===== config.mk =====
export PLATFORM = sky130hd
export DESIGN_NAME = gray_seq_ctrl
export DESIGN_NICKNAME = d
export VERILOG_FILES = /design/src/rtl/gray_seq_ctrl.sv
export SDC_FILE = /design/constraint.sdc
export NUM_CORES = 1
export LEC_CHECK = 0
export ABC_AREA = 1
export BUFFER_PORTS_ARGS = -buffer_cell sky130_fd_sc_hd__buf_4
export CAP_MARGIN = 20
export CORE_ASPECT_RATIO = 1.4
export CORE_MARGIN = 3
export CORE_UTILIZATION = 55
export DETAILED_ROUTE_END_ITERATION = 10
export PLACE_DENSITY_LB_ADDON = 0.25
export SKIP_CTS_REPAIR_TIMING = 1
export SLEW_MARGIN = 30
export SYNTH_ARGS = -nofsm -noshare
export SYNTH_HDL_FRONTEND = slang
export SYNTH_SLANG_ARGS = --single-unit

===== constraint.sdc =====
create_clock -name clk -period 3 [get_ports clk]
set_clock_uncertainty 0.05 [all_clocks]
set_input_delay 0.15 -clock clk [delete_from_list [all_inputs] [get_ports clk]]
set_output_delay 0.15 -clock clk [all_outputs]
set_load 0.05 [all_outputs]

===== src/rtl/gray_seq_ctrl.sv =====
// gray_seq_ctrl: multi-cycle Gray->binary decoder that reuses one 4-bit nibble stage, MSB nibble first.
// Defining GRAY_SEQ_ENC_EN adds port in_mode, which selects binary->Gray encode with the same timing.
module gray_seq_ctrl #(
    parameter int WIDTH = 16
) (
    input  logic             clk,
    input  logic             rst_n,
    input  logic             in_valid,
    output logic             in_ready,
    input  logic [WIDTH-1:0] in_gray,
`ifdef GRAY_SEQ_ENC_EN
    input  logic             in_mode,
`endif
    output logic             out_valid,
    input  logic             out_ready,
    output logic [WIDTH-1:0] out_bin,
    output logic             busy
);
    localparam int NIB = WIDTH / 4;
    localparam int CW = (NIB > 1) ? $clog2(NIB) : 1;
    localparam logic [CW-1:0] LAST = CW'(NIB - 1);

    typedef enum logic [1:0] {IDLE, CONV, DONE} state_t;

    state_t           state;
    logic [WIDTH-1:0] word;
    logic             par;
    logic [CW-1:0]    cnt;
    logic             mode;
    logic [3:0]       nib_in;
    logic [3:0]       nib_out;
    logic             par_next;

    assign in_ready = (state == IDLE);
    assign nib_in   = word[4*cnt +: 4];

`ifndef GRAY_SEQ_ENC_EN
    assign mode = 1'b0;
`endif

    // Shared nibble stage; par carries the running prefix parity from the nibble above.
    always_comb begin
        nib_out  = 4'd0;
        par_next = 1'b0;
        if (mode) begin
            nib_out[3] = nib_in[3] ^ par;
            nib_out[2] = nib_in[3] ^ nib_in[2];
            nib_out[1] = nib_in[2] ^ nib_in[1];
            nib_out[0] = nib_in[1] ^ nib_in[0];
            par_next   = nib_in[0];
        end else begin
            nib_out[3] = nib_in[3] ^ par;
            nib_out[2] = nib_out[3] ^ nib_in[2];
            nib_out[1] = nib_out[2] ^ nib_in[1];
            nib_out[0] = nib_out[1] ^ nib_in[0];
            par_next   = nib_out[0];
        end
    end

    always_ff @(posedge clk or negedge rst_n) begin
        if (!rst_n) begin
            state     <= IDLE;
            word      <= '0;
            par       <= 1'b0;
            cnt       <= '0;
            out_bin   <= '0;
            out_valid <= 1'b0;
            busy      <= 1'b0;
`ifdef GRAY_SEQ_ENC_EN
            mode      <= 1'b0;
`endif
        end else begin
            case (state)
                IDLE: begin
                    if (in_valid) begin
                        word  <= in_gray;
                        par   <= 1'b0;
                        cnt   <= LAST;
                        busy  <= 1'b1;
                        state <= CONV;
`ifdef GRAY_SEQ_ENC_EN
                        mode  <= in_mode;
`endif
                    end
                end
                CONV: begin
                    out_bin[4*cnt +: 4] <= nib_out;
                    par <= par_next;
                    cnt <= cnt - 1'b1;
                    if (cnt == '0) begin
                        out_valid <= 1'b1;
                        state     <= DONE;
                    end
                end
                DONE: begin
                    // Held here indefinitely under backpressure; no new word is taken on the handshake edge.
                    if (out_ready) begin
                        out_valid <= 1'b0;
                        busy      <= 1'b0;
                        state     <= IDLE;
                    end
                end
                default: state <= IDLE;
            endcase
        end
    end
endmodule


## Word-level counts from Yosys, hierarchy flattened

Cells that the tools add are included.

- Shift operators: 3
- Multipliers: 0
- Add/subtract/negate cells: 2
- Bitwise operators: 4
- Magnitude comparators: 0
- Reductions and logical operators: 10
- Equality and inequality tests: 5
- Divide/modulo/power cells: 0
- Mux-type cells: 14

Operators by type and width:

| kind | count |
|---|---|
| $neg 4->34 | 1 |
| $shift 4x34->16 const A | 1 |
| $shiftx 4x34->16 | 1 |
| $bwmux 16 | 1 |
| $shiftx 16x5->4 | 1 |
| $reduce_and 3->1 | 3 |
| $mux 2 | 4 |
| $ne 2x2->1 const B | 3 |
| $pmux 1 s2 | 3 |
| $pmux 2 s3 | 1 |
| $reduce_bool 2->1 | 3 |
| $logic_not 2->1 | 2 |
| $mux 1 | 4 |
| $pmux 2 s2 | 1 |
| $reduce_and 2->1 | 2 |
| $xor 1x1->1 | 4 |
| $eq 2x1->1 const B | 1 |
| $eq 2x2->1 const B | 1 |
| $sub 2x1->2 const B | 1 |

- Bits in latches: 0
- Memory bits (writable): 0
- Output and inout port bits: 19
- Bits in read-only memories: 0
- Memories kept: 0
- Bits in registers: 39
- Input bits: 20

## Logic depth before layout (Yosys ltp)

- Depth in word-level cells: 7
- Mapped depth: 13

## Least setup slack after synthesis

Ideal clock, no wire load.

- Path type: register to register
- Start: reg state[1]
- End: reg word[11]
- Data arrival time: 1.920 ns
- Stages on the path, launching flop included: 7
- Setup slack: 0.964 ns
- Path buffers: 1
- Library setup time: 0.066 ns
- Data required time: 2.884 ns
- Cells stage by stage: dfrtp_1 > nor2_1 > nand2_1 > clkinv_1 > buf_2 > nand2_1 > nand2_1

- Longest elaborated chain between the ends: 2

RTL lines:

| element | RTL line | source |
|---|---|---|
| from (decl) | 25 | `state_t state;` |
| from (signal assigned) | 62 | `state <= IDLE;` |
| from (signal assigned) | 80 | `state <= CONV;` |
| from (signal assigned) | 92 | `state <= DONE;` |
| $logic_not 2->1 | n/a |  |
| net in_ready | 9 | `output logic in_ready,` |
| $reduce_and 2->1 (no line) | n/a |  |
| to (signal assigned) | 76 | `word <= in_gray;` |
| to (decl) | 26 | `logic [WIDTH-1:0] word;` |

The timed path passes the listed nets, and every way through them passes these cells.
A chain may end at the register's enable or synchronous reset.

## Worst setup path in the final report

- Start: reg cnt[0]
- End: reg out_bin[9]

- Longest elaborated chain between the ends: 7
- Elaborated cells between the ends (all ways): 9
- Classes of those cells: 1 x add/sub; 3 x shift; 1 x mux; 4 x bitwise

RTL lines:

| element | RTL line | source |
|---|---|---|
| from (decl) | 28 | `logic [CW-1:0] cnt;` |
| from (signal assigned) | 89 | `cnt <= cnt - 1'b1;` |
| $shiftx 16x5->4 | 35 | `assign nib_in = word[4*cnt +: 4];` |
| $xor 1x1->1 | 52 | `nib_out[3] = nib_in[3] ^ par;` |
| $xor 1x1->1 | 53 | `nib_out[2] = nib_out[3] ^ nib_in[2];` |
| $xor 1x1->1 | 54 | `nib_out[1] = nib_out[2] ^ nib_in[1];` |
| $xor 1x1->1 | 55 | `nib_out[0] = nib_out[1] ^ nib_in[0];` |
| $shiftx 4x34->16 | 87 | `out_bin[4*cnt +: 4] <= nib_out;` |
| $bwmux 16 (*) | 87 |  |
| to (signal, indexed assignment) | 87 |  |
| to (decl) | 16 | `output logic [WIDTH-1:0] out_bin,` |

Mark *: on every way between the ends. The rest lies on a longest branch, timed or not.

==> results.yml <==
outcome:
  status: "finished clean"
clock_tree:
  ctsRootBufferMaster: "clkbuf_8"
  cts-htree-levels: 2
  insertion_delay_ns: 0.28
  clk_pin_slew_worst_paths_ns: 0.07
  cts_buffer_depth: 2
  cts_tree: "yes"
  cts_made_buffers: 5
  cts_sinks: 39
placed_design:
  postPlaceCellArea_sq_um: 2190
  placed_cells: 299
  gp_congestion: 0.886
  dp_hpwl_um: 2770
  port_buffers: 38
critical_path:
  arrival_ns: 2.37
  reg2reg_slack_ns: 0.80
  cp_slowest_cell: "dfrtp_1"
  end_kind: "flip-flop"
  reg2reg_to: "out_bin[9]$_DFFE_PN0P_"
  rr_worst_depth: 6
  path_max_fanout: 21
  crit_type: "reg -> reg"
  r2r-start: "cnt[0]$_DFFE_PN0P_"
  worstSetupStartpointType: "flip-flop"
  crit_chain: "inv_6, ha_1, inv_1, nor3_1, nand3_1, nand2_1"
  required_ns: 3.18
  slowest_delay_ns: 0.82
route:
  route.detailed.drc: 0
  ant_nets: 0
  vias: 1573
  wl_um: 3720
  drt-wirelength-per-cell_um: 11.9
  via_per_inst: 5.06
  drtIter0Drc: 43
  first_pass_iters: 4
power:
  pwr-share-comb_pct: 54.8
  power.share.sequential_pct: 32.1
  swShare_pct: 49.7
  p_sw_uw: 1430
  peakVddDrop_v: 0.000747
  pwr_density_cell_nw_per_um2: 1230
  leakage_uw: 0.00125
  clockPowerShare_pct: 13.1
  internal_power_uw: 1450
logic_synthesis:
  syn_area_sq_um: 1880
  post-synth-top-area-cell: "dfrtp_1"
  synth_cell_types: 26
  yosysSeqAreaShare_pct: 51.9
  yosysWarnings: 0
  synth_cells: 226
  synth_area_leaders: "dfrtp_1, nand2_1, nand3_1"
  netlist.area_leader.share_pct: 51.9
  avgSynthCellArea_sq_um: 8.33
  ys_ff_latch: 39
  syn-num-nets: 251
min_path:
  min_path_type: "in -> reg"
  hold_start: "in_gray[8]"
  worst_hold_path.num_cells: 3
  holdPathEnd: "word[8]$_DFFE_PN0P_"
timing:
  rsz0062_at_grt: "false"
  worst_pin_slew_ns: 0.739
  setup_viol: 0
  min_period_ns: 2.20
  slew_violations: 0
  fmax_ghz: 0.455
  hold_viol: 0
  relSlewSlack_pct: 50.7
  finalCritPeriodShare_pct: 73.3
  tns_ns: 0
grt:
  grt_usage_pct: 20.3
  grt_pass1_vias: 1508
  met3_usage_pct: 4.97
  grt_max_degree: 40
  use_met1_pct: 21.8
  grt_pass1_wl_um: 6510
  grt.overflow.total: 0
  gr-usage-met2_pct: 36.4
  globalRoute.busiestLayer: "met2"
  antenna_found_initial: 0
final_layout:
  layout.cells.non_filler: 311
  final_common_cell: "nand2_1"
  syn_to_final_growth_pct: 23.9
  final_core_util_pct: 73.2
  fin_area_sq_um: 2330
  drive_above_1_share_pct: 23.5
  diodes: 0
  layout_common_cells: "nand2_1, dfrtp_1, buf_4"
  fin_nets: 296
floorplan:
  die_width_um: 55.4
  die_area_sq_um: 4170
  fp.coreArea_sq_um: 3180
  rows: 24
  start_util_pct: 59.1
  die_h_um: 75.2
  ios: 39
run:
  cap_viol_max_count: 0
==> Yosys cell counts <==
cell      count
ha_1          5
inv_6         1
a32o_1        1
nor3_2        1
clkinv_1      1
inv_2         2
a22o_1        4
nand3_1      14
inv_1        15
a21oi_1       2
nand3_2       5
dfrtp_1      39
o21ai_2       1
nand2_1      98
nor3_1        1
a32oi_1       1
nor4_2        1
nand2_2       7
nor2_2        1
buf_2         2
nor2_1        7
o21ai_0      11
clkbuf_1      1
o21ai_1       2
buf_6         1
nand4_1       2
==> kinds of logic (layout without fill, tap and decap cells) <==
family / count (synthesis) / in the layout / share of synthesized area, %
simple gates: 137 / 137 / 32.1
flops: 39 / 39 / 51.9
buf+inv: 23 / 69 / 5.39
compound gates: 22 / 22 / 7.31
fa+ha+maj: 5 / 5 / 3.32
==> critical path, delay by kind of cell, from the launching register on <==
kind,cells,cell delay (ns)
fa+ha+maj,1,0.38
buf+inv,2,0.20
flops,1,0.82
simple gates,3,0.68
==> layout make-up <==
type,instances,area (sq um)
Sequential cell,39,976
Inverter,19,76.3
Fill cell,280,852
Multi-Input combinational cell,164,805
Clock buffer,8,100
Tap cell,39,48.8
Timing Repair Buffer,42,325
==> state kept, by name, indices dropped and copies added, names as in the netlist <==
signal / flops
word: 16
out_valid: 1
state: 2
par: 1
busy: 1
out_bin: 16
cnt: 2
==> how the worst max path moves through the flow <==
| stage | startpoint | to | slack, ns | depth (start not counted) |
|---|---|---|---|---|
| finish | cnt[0]$_DFFE_PN0P_ | out_bin[9]$_DFFE_PN0P_ | 0.80 | 6 |
| global route | cnt[0]$_DFFE_PN0P_ | out_bin[2]$_DFFE_PN0P_ | 0.62 | 6 |
| CTS | cnt[0]$_DFFE_PN0P_ | out_bin[3]$_DFFE_PN0P_ | 0.85 | 6 |
| detailed placement | cnt[0]$_DFFE_PN0P_ | out_bin[3]$_DFFE_PN0P_ | 0.86 | 6 |
| global placement | cnt[0]$_DFFE_PN0P_ | out_bin[2]$_DFFE_PN0P_ | 0.93 | 6 |
| floorplan | state[1]$_DFFE_PN0P_ | word[11]$_DFFE_PN0P_ | 0.96 | 6 |
==> through the flow <==
stage	power, uW	setup WS, ns	hold slack (ns)
after floorplan	2110	0.964	-0.196
after global placement	2470	0.929	0.0868
after detailed placement	2500	0.858	0.0906
after CTS	2890	0.846	-0.223
after global routing	3140	0.623	0.00296
final	2870	0.801	0.00411
==> power by group through the flow <==
| stage | clock, uW | sequential, uW | combinational (uW) |
|---|---|---|---|
| final | 378 | 922 | 1570 |
| after global routing | 420 | 954 | 1770 |
| after CTS | 388 | 922 | 1590 |
| after detailed placement | 0 | 930 | 1570 |
| after global placement | 0 | 925 | 1550 |
| after floorplan | 0 | 1140 | 970 |
==> routing by layer <==
layer / part of all wire (%) / vias up / routed length, um
li1: - / 812 / -
met1: 40 / 713 / 1470
met2: 54 / 39 / 2000
met3: 4.5 / 9 / 166
met4: 2.2 / 0 / 83
met5: 0 / - / 0
No activity file was read; power rests on OpenSTA's default activity.
